===== config.mk =====
export PLATFORM = sky130hd
export DESIGN_NAME = pp_mul_pipe_rv
export DESIGN_NICKNAME = d
export VERILOG_FILES = /design/src/rtl/pp_mul_pipe_rv.sv
export SDC_FILE = /design/constraint.sdc
export NUM_CORES = 1
export LEC_CHECK = 0
export BUFFER_PORTS_ARGS = -buffer_cell sky130_fd_sc_hd__buf_2
export CAP_MARGIN = 15
export CORE_MARGIN = 5
export CORE_UTILIZATION = 35
export CTS_BUF_LIST = sky130_fd_sc_hd__clkbuf_8
export CTS_CLUSTER_DIAMETER = 30
export DETAILED_ROUTE_END_ITERATION = 10
export GPL_TIMING_DRIVEN = 0
export SYNTH_ARGS = -nofsm -noshare
export SYNTH_HDL_FRONTEND = slang
export SYNTH_SLANG_ARGS = --single-unit

===== constraint.sdc =====
create_clock -name ap_clk -period 7.6 [get_ports ap_clk]
set_clock_uncertainty 0.05 [all_clocks]
set_input_delay 1.52 -clock ap_clk [delete_from_list [all_inputs] [get_ports ap_clk]]
set_output_delay 1.52 -clock ap_clk [all_outputs]
set_load 0.01 [all_outputs]

===== src/rtl/pp_mul_pipe_rv.sv =====
`default_nettype none
// ============================================================================
// Module   : pp_mul_pipe_rv
// Purpose  : Parametrised pipelined multiplier with valid/ready flow control,
//            per-operand signedness, optional round-half-up right shift and
//            wrap (default) or saturating reduction to P_WIDTH.
// Revision : 1.0 - initial release
// ----------------------------------------------------------------------------
// Ports:
//   ap_clk     in   1        clock, rising edge
//   ap_rst_n   in   1        asynchronous active-low reset
//   in_valid   in   1        input beat valid
//   in_ready   out  1        beat can be accepted this cycle
//   in_a       in   A_WIDTH  operand a
//   in_b       in   B_WIDTH  operand b
//   in_mode    in   2        bit0: a signed, bit1: b signed
//   out_valid  out  1        result valid
//   out_ready  in   1        downstream accepts result
//   out_p      out  P_WIDTH  result
//   sat_flag   out  1        sticky clamp indicator (saturating build only)
// Build option:
//   PP_MUL_PIPE_SAT_EN  - defined: saturating reduction plus sat_flag port;
//                         undefined: low P_WIDTH bits of the result (wrap).
// ============================================================================
module pp_mul_pipe_rv #(
    parameter int A_WIDTH   = 12,
    parameter int B_WIDTH   = 12,
    parameter int P_WIDTH   = 24,
    parameter int SHIFT     = 0,
    parameter int NUM_STAGE = 4
) (
    input  logic               ap_clk,
    input  logic               ap_rst_n,
    input  logic               in_valid,
    output logic               in_ready,
    input  logic [A_WIDTH-1:0] in_a,
    input  logic [B_WIDTH-1:0] in_b,
    input  logic [1:0]         in_mode,
    output logic               out_valid,
    input  logic               out_ready,
    output logic [P_WIDTH-1:0] out_p
`ifdef PP_MUL_PIPE_SAT_EN
    ,
    output logic               sat_flag
`endif
);

    // Full signed product width: each operand carries one extension bit.
    localparam int C_PW  = A_WIDTH + B_WIDTH + 2;
    // Registers from stage 2 up to stage NUM_STAGE-1 form one delay line.
    localparam int C_DLY = NUM_STAGE - 2;

    // ------------------------------------------------------------------------
    // Flow control: the whole pipe moves together unless the output is held.
    // ------------------------------------------------------------------------
    logic w_adv;
    logic out_valid_q;

    assign w_adv     = !out_valid_q || out_ready;
    assign in_ready  = w_adv;
    assign out_valid = out_valid_q;

    // ------------------------------------------------------------------------
    // Stage 1: operand capture. Data follows adv regardless of in_valid; the
    // valid bit marks bubbles.
    // ------------------------------------------------------------------------
    logic               s1_valid_q;
    logic [A_WIDTH-1:0] s1_a_q;
    logic [B_WIDTH-1:0] s1_b_q;
    logic [1:0]         s1_mode_q;

    always_ff @(posedge ap_clk or negedge ap_rst_n) begin
        if (!ap_rst_n) begin
            s1_valid_q <= 1'b0;
        end else if (w_adv) begin
            s1_valid_q <= in_valid;
        end
    end

    always_ff @(posedge ap_clk) begin
        if (w_adv) begin
            s1_a_q    <= in_a;
            s1_b_q    <= in_b;
            s1_mode_q <= in_mode;
        end
    end

    // ------------------------------------------------------------------------
    // Stage 2 product: extending each operand by one bit (sign or zero) turns
    // every mode combination into a single signed x signed multiply.
    // ------------------------------------------------------------------------
    logic signed [A_WIDTH:0]  w_a_ext;
    logic signed [B_WIDTH:0]  w_b_ext;
    logic signed [C_PW-1:0]   w_prod;

    assign w_a_ext = {s1_mode_q[0] & s1_a_q[A_WIDTH-1], s1_a_q};
    assign w_b_ext = {s1_mode_q[1] & s1_b_q[B_WIDTH-1], s1_b_q};
    assign w_prod  = C_PW'(w_a_ext) * C_PW'(w_b_ext);

    // ------------------------------------------------------------------------
    // Delay line: index 0 is stage 2, index C_DLY-1 is stage NUM_STAGE-1.
    // ------------------------------------------------------------------------
    logic                   dly_v_q [C_DLY];
    logic signed [C_PW-1:0] dly_p_q [C_DLY];

    always_ff @(posedge ap_clk or negedge ap_rst_n) begin
        if (!ap_rst_n) begin
            for (int i = 0; i < C_DLY; i++) begin
                dly_v_q[i] <= 1'b0;
            end
        end else if (w_adv) begin
            for (int i = C_DLY - 1; i > 0; i--) begin
                dly_v_q[i] <= dly_v_q[i-1];
            end
            dly_v_q[0] <= s1_valid_q;
        end
    end

    always_ff @(posedge ap_clk) begin
        if (w_adv) begin
            for (int i = C_DLY - 1; i > 0; i--) begin
                dly_p_q[i] <= dly_p_q[i-1];
            end
            dly_p_q[0] <= w_prod;
        end
    end

    logic                   w_last_v;
    logic signed [C_PW-1:0] w_last_p;

    assign w_last_v = dly_v_q[C_DLY-1];
    assign w_last_p = dly_p_q[C_DLY-1];

    // ------------------------------------------------------------------------
    // Final stage: optional round-half-up arithmetic shift. The bias cannot
    // overflow because |product| < 2^(A_WIDTH+B_WIDTH) inside a C_PW-bit word.
    // ------------------------------------------------------------------------
    logic signed [C_PW-1:0] w_shifted;

    generate
        if (SHIFT > 0) begin : g_round
            localparam logic signed [C_PW-1:0] C_HALF = C_PW'(1) << (SHIFT - 1);
            assign w_shifted = (w_last_p + C_HALF) >>> SHIFT;
        end else begin : g_no_round
            assign w_shifted = w_last_p;
        end
    endgenerate

    logic [P_WIDTH-1:0] out_p_d;
    logic [P_WIDTH-1:0] out_p_q;

`ifdef PP_MUL_PIPE_SAT_EN
    // Mode only matters to the clamp, so it rides the delay line only here.
    logic [1:0] dly_m_q [C_DLY];

    always_ff @(posedge ap_clk) begin
        if (w_adv) begin
            for (int i = C_DLY - 1; i > 0; i--) begin
                dly_m_q[i] <= dly_m_q[i-1];
            end
            dly_m_q[0] <= s1_mode_q;
        end
    end

    localparam logic signed [C_PW-1:0] C_SMAX = (C_PW'(1) << (P_WIDTH - 1)) - C_PW'(1);
    localparam logic signed [C_PW-1:0] C_SMIN = ~C_SMAX;
    localparam logic signed [C_PW-1:0] C_UMAX = (C_PW'(1) << P_WIDTH) - C_PW'(1);

    logic w_clamp;
    logic sat_flag_q;
    logic sat_flag_d;

    always_comb begin
        out_p_d = P_WIDTH'(w_shifted);
        w_clamp = 1'b0;
        if (dly_m_q[C_DLY-1] != 2'b00) begin
            if (w_shifted > C_SMAX) begin
                out_p_d = P_WIDTH'(C_SMAX);
                w_clamp = 1'b1;
            end else if (w_shifted < C_SMIN) begin
                out_p_d = P_WIDTH'(C_SMIN);
                w_clamp = 1'b1;
            end
        end else if (w_shifted > C_UMAX) begin
            // Unsigned results are never negative, so only the top clamps.
            out_p_d = P_WIDTH'(C_UMAX);
            w_clamp = 1'b1;
        end
    end

    // A registered beat is always delivered unless reset intervenes, and
    // reset clears the flag anyway, so flag it as it enters the output stage.
    assign sat_flag_d = sat_flag_q | (w_adv & w_last_v & w_clamp);
    assign sat_flag   = sat_flag_q;

    always_ff @(posedge ap_clk or negedge ap_rst_n) begin
        if (!ap_rst_n) begin
            sat_flag_q <= 1'b0;
        end else begin
            sat_flag_q <= sat_flag_d;
        end
    end
`else
    assign out_p_d = P_WIDTH'(w_shifted);
`endif

    always_ff @(posedge ap_clk or negedge ap_rst_n) begin
        if (!ap_rst_n) begin
            out_valid_q <= 1'b0;
            out_p_q     <= '0;
        end else if (w_adv) begin
            out_valid_q <= w_last_v;
            out_p_q     <= out_p_d;
        end
    end

    assign out_p = out_p_q;

endmodule
`default_nettype wire


==> metrics.txt <==
CTS Sinks=102; die width=174 um; slowest stage delay, CP=670 ps; IO Count=56; Netlist cell types=between 40 and 50; syn_nets=1060; final instance area=10300 um^2; grt met3 use=1.94%; GR met1 Demand/Resource=17.7%; port bufs=55; Startpoint Class=register; Max FO, Critical Path=10; Critical Path AT=6500 ps; Seq cells post-synth=102; TNS Setup=0 ps; YS warnings=0; largest net degree at the start of global routing=40; Post-synth EDFFs=74; gr usage total=12.1%; Worst-Margin Slew=677 ps; clock buffer depth=2; Setup crit end kind=register; final hold violations=0; post-cts sizing count=0; mean routed wirelength per cell=14.1 um; detailed-placement wirelength estimate=~15000 um; final RePlAce weighted congestion=0.877; Post-synth top cells=inv_1 (170), fa_1 (152), nand2_1 (88); global-route wire length before repair=29800 um; synthesized area per cell=11.5 um^2; endpoints failing setup=0; clock-pin slew on the worst setup and hold paths=110 ps; drt total wl=17300 um; n_diodes=0; via count=5480; CTS tree=done; Synth area leader=fa_1; final worst slack=1190 ps; total grt overflow=0; initial antenna violation count=0; Die ar.=30100 um^2; Setup Buffers After CTS=0; GRT met2 Usage=18.9%; Final ANT Viol Nets=0; RSZ-0062 raised after global routing=no; CP Cell Sequence=clkbuf_1, nand2_1, fa_1, inv_1, fa_1, inv_1, fa_1, inv_1, fa_1, inv_1, fa_1, inv_1, ha_1, ha_1, nand4_1, or2_2, or3_1, a221oi_2, xnor2_1; outcome=finished, final reports clean; worst skew pair latency=between 300 and 400 ps; fin crit share=around 84%; maxcap violations=0; core box area=26200 um^2; DP Worst Slack=roughly 1100 ps; Seq/Total Area, Yosys=31.2%; Final Critical Period=6410 ps; DRC viols=0; Hold WC Path Type=reg -> reg; height of the die=174 um; final net count=1128; # rows=59; Placed Area=10100 um^2; placed cell count=1208; # hold bufs at CTS=0; relative slew slack=54.8%; # H-tree levels=3; Gate Count Post-Synth=816; Vias/cell=4.48; Slew Viols, Final=0; layout cells sized above 1=12.9%; top cell family by delay on the critical path=adder cells; CP required=7700 ps; Max Freq=0.156 GHz; count leader, synth=inv_1; Buf+Inv Stages, Crit Path=6; critical setup path kind=reg -> reg; Area Overhead vs Synth=10.1%; Pre-antenna DRT Iters=4; Worst path slowest cell=fa_1; number of global-route vias before repair=between 5000 and 6000; Initial Utilization=35.8%; Synth top area share=32.5%; Root Buffer Master=clkbuf_8; Starting DRT DRC Count=205; Async SR Flop Fraction=27.5%; Num CTS Buffers=9; largest cells by area after synthesis=fa_1 (32%), edfxtp_1 (24%), ha_1 (8.3%), dfrtp_1 (7.5%), inv_1 (6.8%); Finished Layout Cells=between 1000 and 1500; Post-synth top flop=edfxtp_1; synthesized cell area=~9400 um^2; busiest grt layer=met2
## state kept, by name, indices dropped and copies added, names as in the netlist
name        flops
dly_p_q        48
out_valid       1
w_last_v        1
dly_v_q         1
s1_valid_q      1
s1_mode_q       2
out_p          24
s1_b_q         12
s1_a_q         12
## per-stage QoR
step / hold WS (ps) / util, %
floorplan: 350 / -
global placement: 350 / 38.4
detailed placement: 355 / 38.6
CTS: 363 / 39.4
global route: 366 / 39.4
finish: 364 / 39.4
## layout by cell type, fill, tap and decap left out, drive strengths merged, types with 7 or more instances in the layout
cell type  Yosys  final
clkbuf        27     36
nand2         88     88
buf            2     59
o21ai          7      7
inv          170    171
dfrtp         28     28
xnor2         22     22
fa           152    152
and2          73     73
ha            62     62
edfxtp        74     74
mux2          27     27
a21oi         11     11
nor2          17     17
## final timing paths
path / start / to / slack [ps] / cells after the start
max in group asynchronous: ap_rst_n / dly_v_q[1]$_DFFE_PN0P_ / 5980 / 1
hold / removal: dly_p_q[0][3]$_DFFE_PP_ / dly_p_q[1][3]$_DFFE_PP_ / 360 / 0
hold reg to reg: dly_p_q[0][3]$_DFFE_PP_ / dly_p_q[1][3]$_DFFE_PP_ / 360 / 0
min in group asynchronous: ap_rst_n / out_p[12]$_DFFE_PN0P_ / 1090 / 1
setup / recovery: s1_b_q[2]$_DFFE_PP_ / dly_p_q[0][22]$_DFFE_PP_ / 1190 / 19
setup reg to reg: s1_b_q[2]$_DFFE_PP_ / dly_p_q[0][22]$_DFFE_PP_ / 1190 / 19
## per-layer routing
| layer | part of all wire, % | wire length (um) | vias to the layer above |
|---|---|---|---|
| li1 | - | - | 2649 |
| met5 | 0 | 0 | - |
| met3 | 3.6 | 631 | 16 |
| met2 | 45 | 7760 | 104 |
| met4 | 1.5 | 258 | 0 |
| met1 | 50 | 8660 | 2711 |
## kinds of logic after synthesis
kind of cell | Yosys count | synth area share (%)
DFF | 102 | 31.2
buffers and inverters | 199 | 7.98
and+or+nand+nor | 202 | 10.6
xor gates and xnor gates | 27 | 2.52
adders and majority gates | 214 | 40.7
muxes | 27 | 3.24
AOI/OAI and AO/OA | 45 | 3.70
## worst reg2reg max path: stages (launching register included)
cell	delay [ps]
edfxtp_1	410
clkbuf_1	380
nand2_1	210
fa_1	590
inv_1	70
fa_1	670
inv_1	230
fa_1	530
inv_1	60
fa_1	530
inv_1	50
fa_1	480
inv_1	40
ha_1	270
ha_1	400
nand4_1	170
or2_2	340
or3_1	340
a221oi_2	260
xnor2_1	90
## area by class of cell
class | instances | area [um^2]
fill | 2536 | 15900
clock buffer | 9 | 124
multi-input combinational | 515 | 5700
clock inverter | 7 | 91.3
buffer | 29 | 111
inverter | 170 | 638
tap | 335 | 419
timing repair buffer | 57 | 315
sequential | 102 | 2920
Power is not shown: default switching activity piles up to over one toggle a cycle in this logic, so the estimate is an artifact.
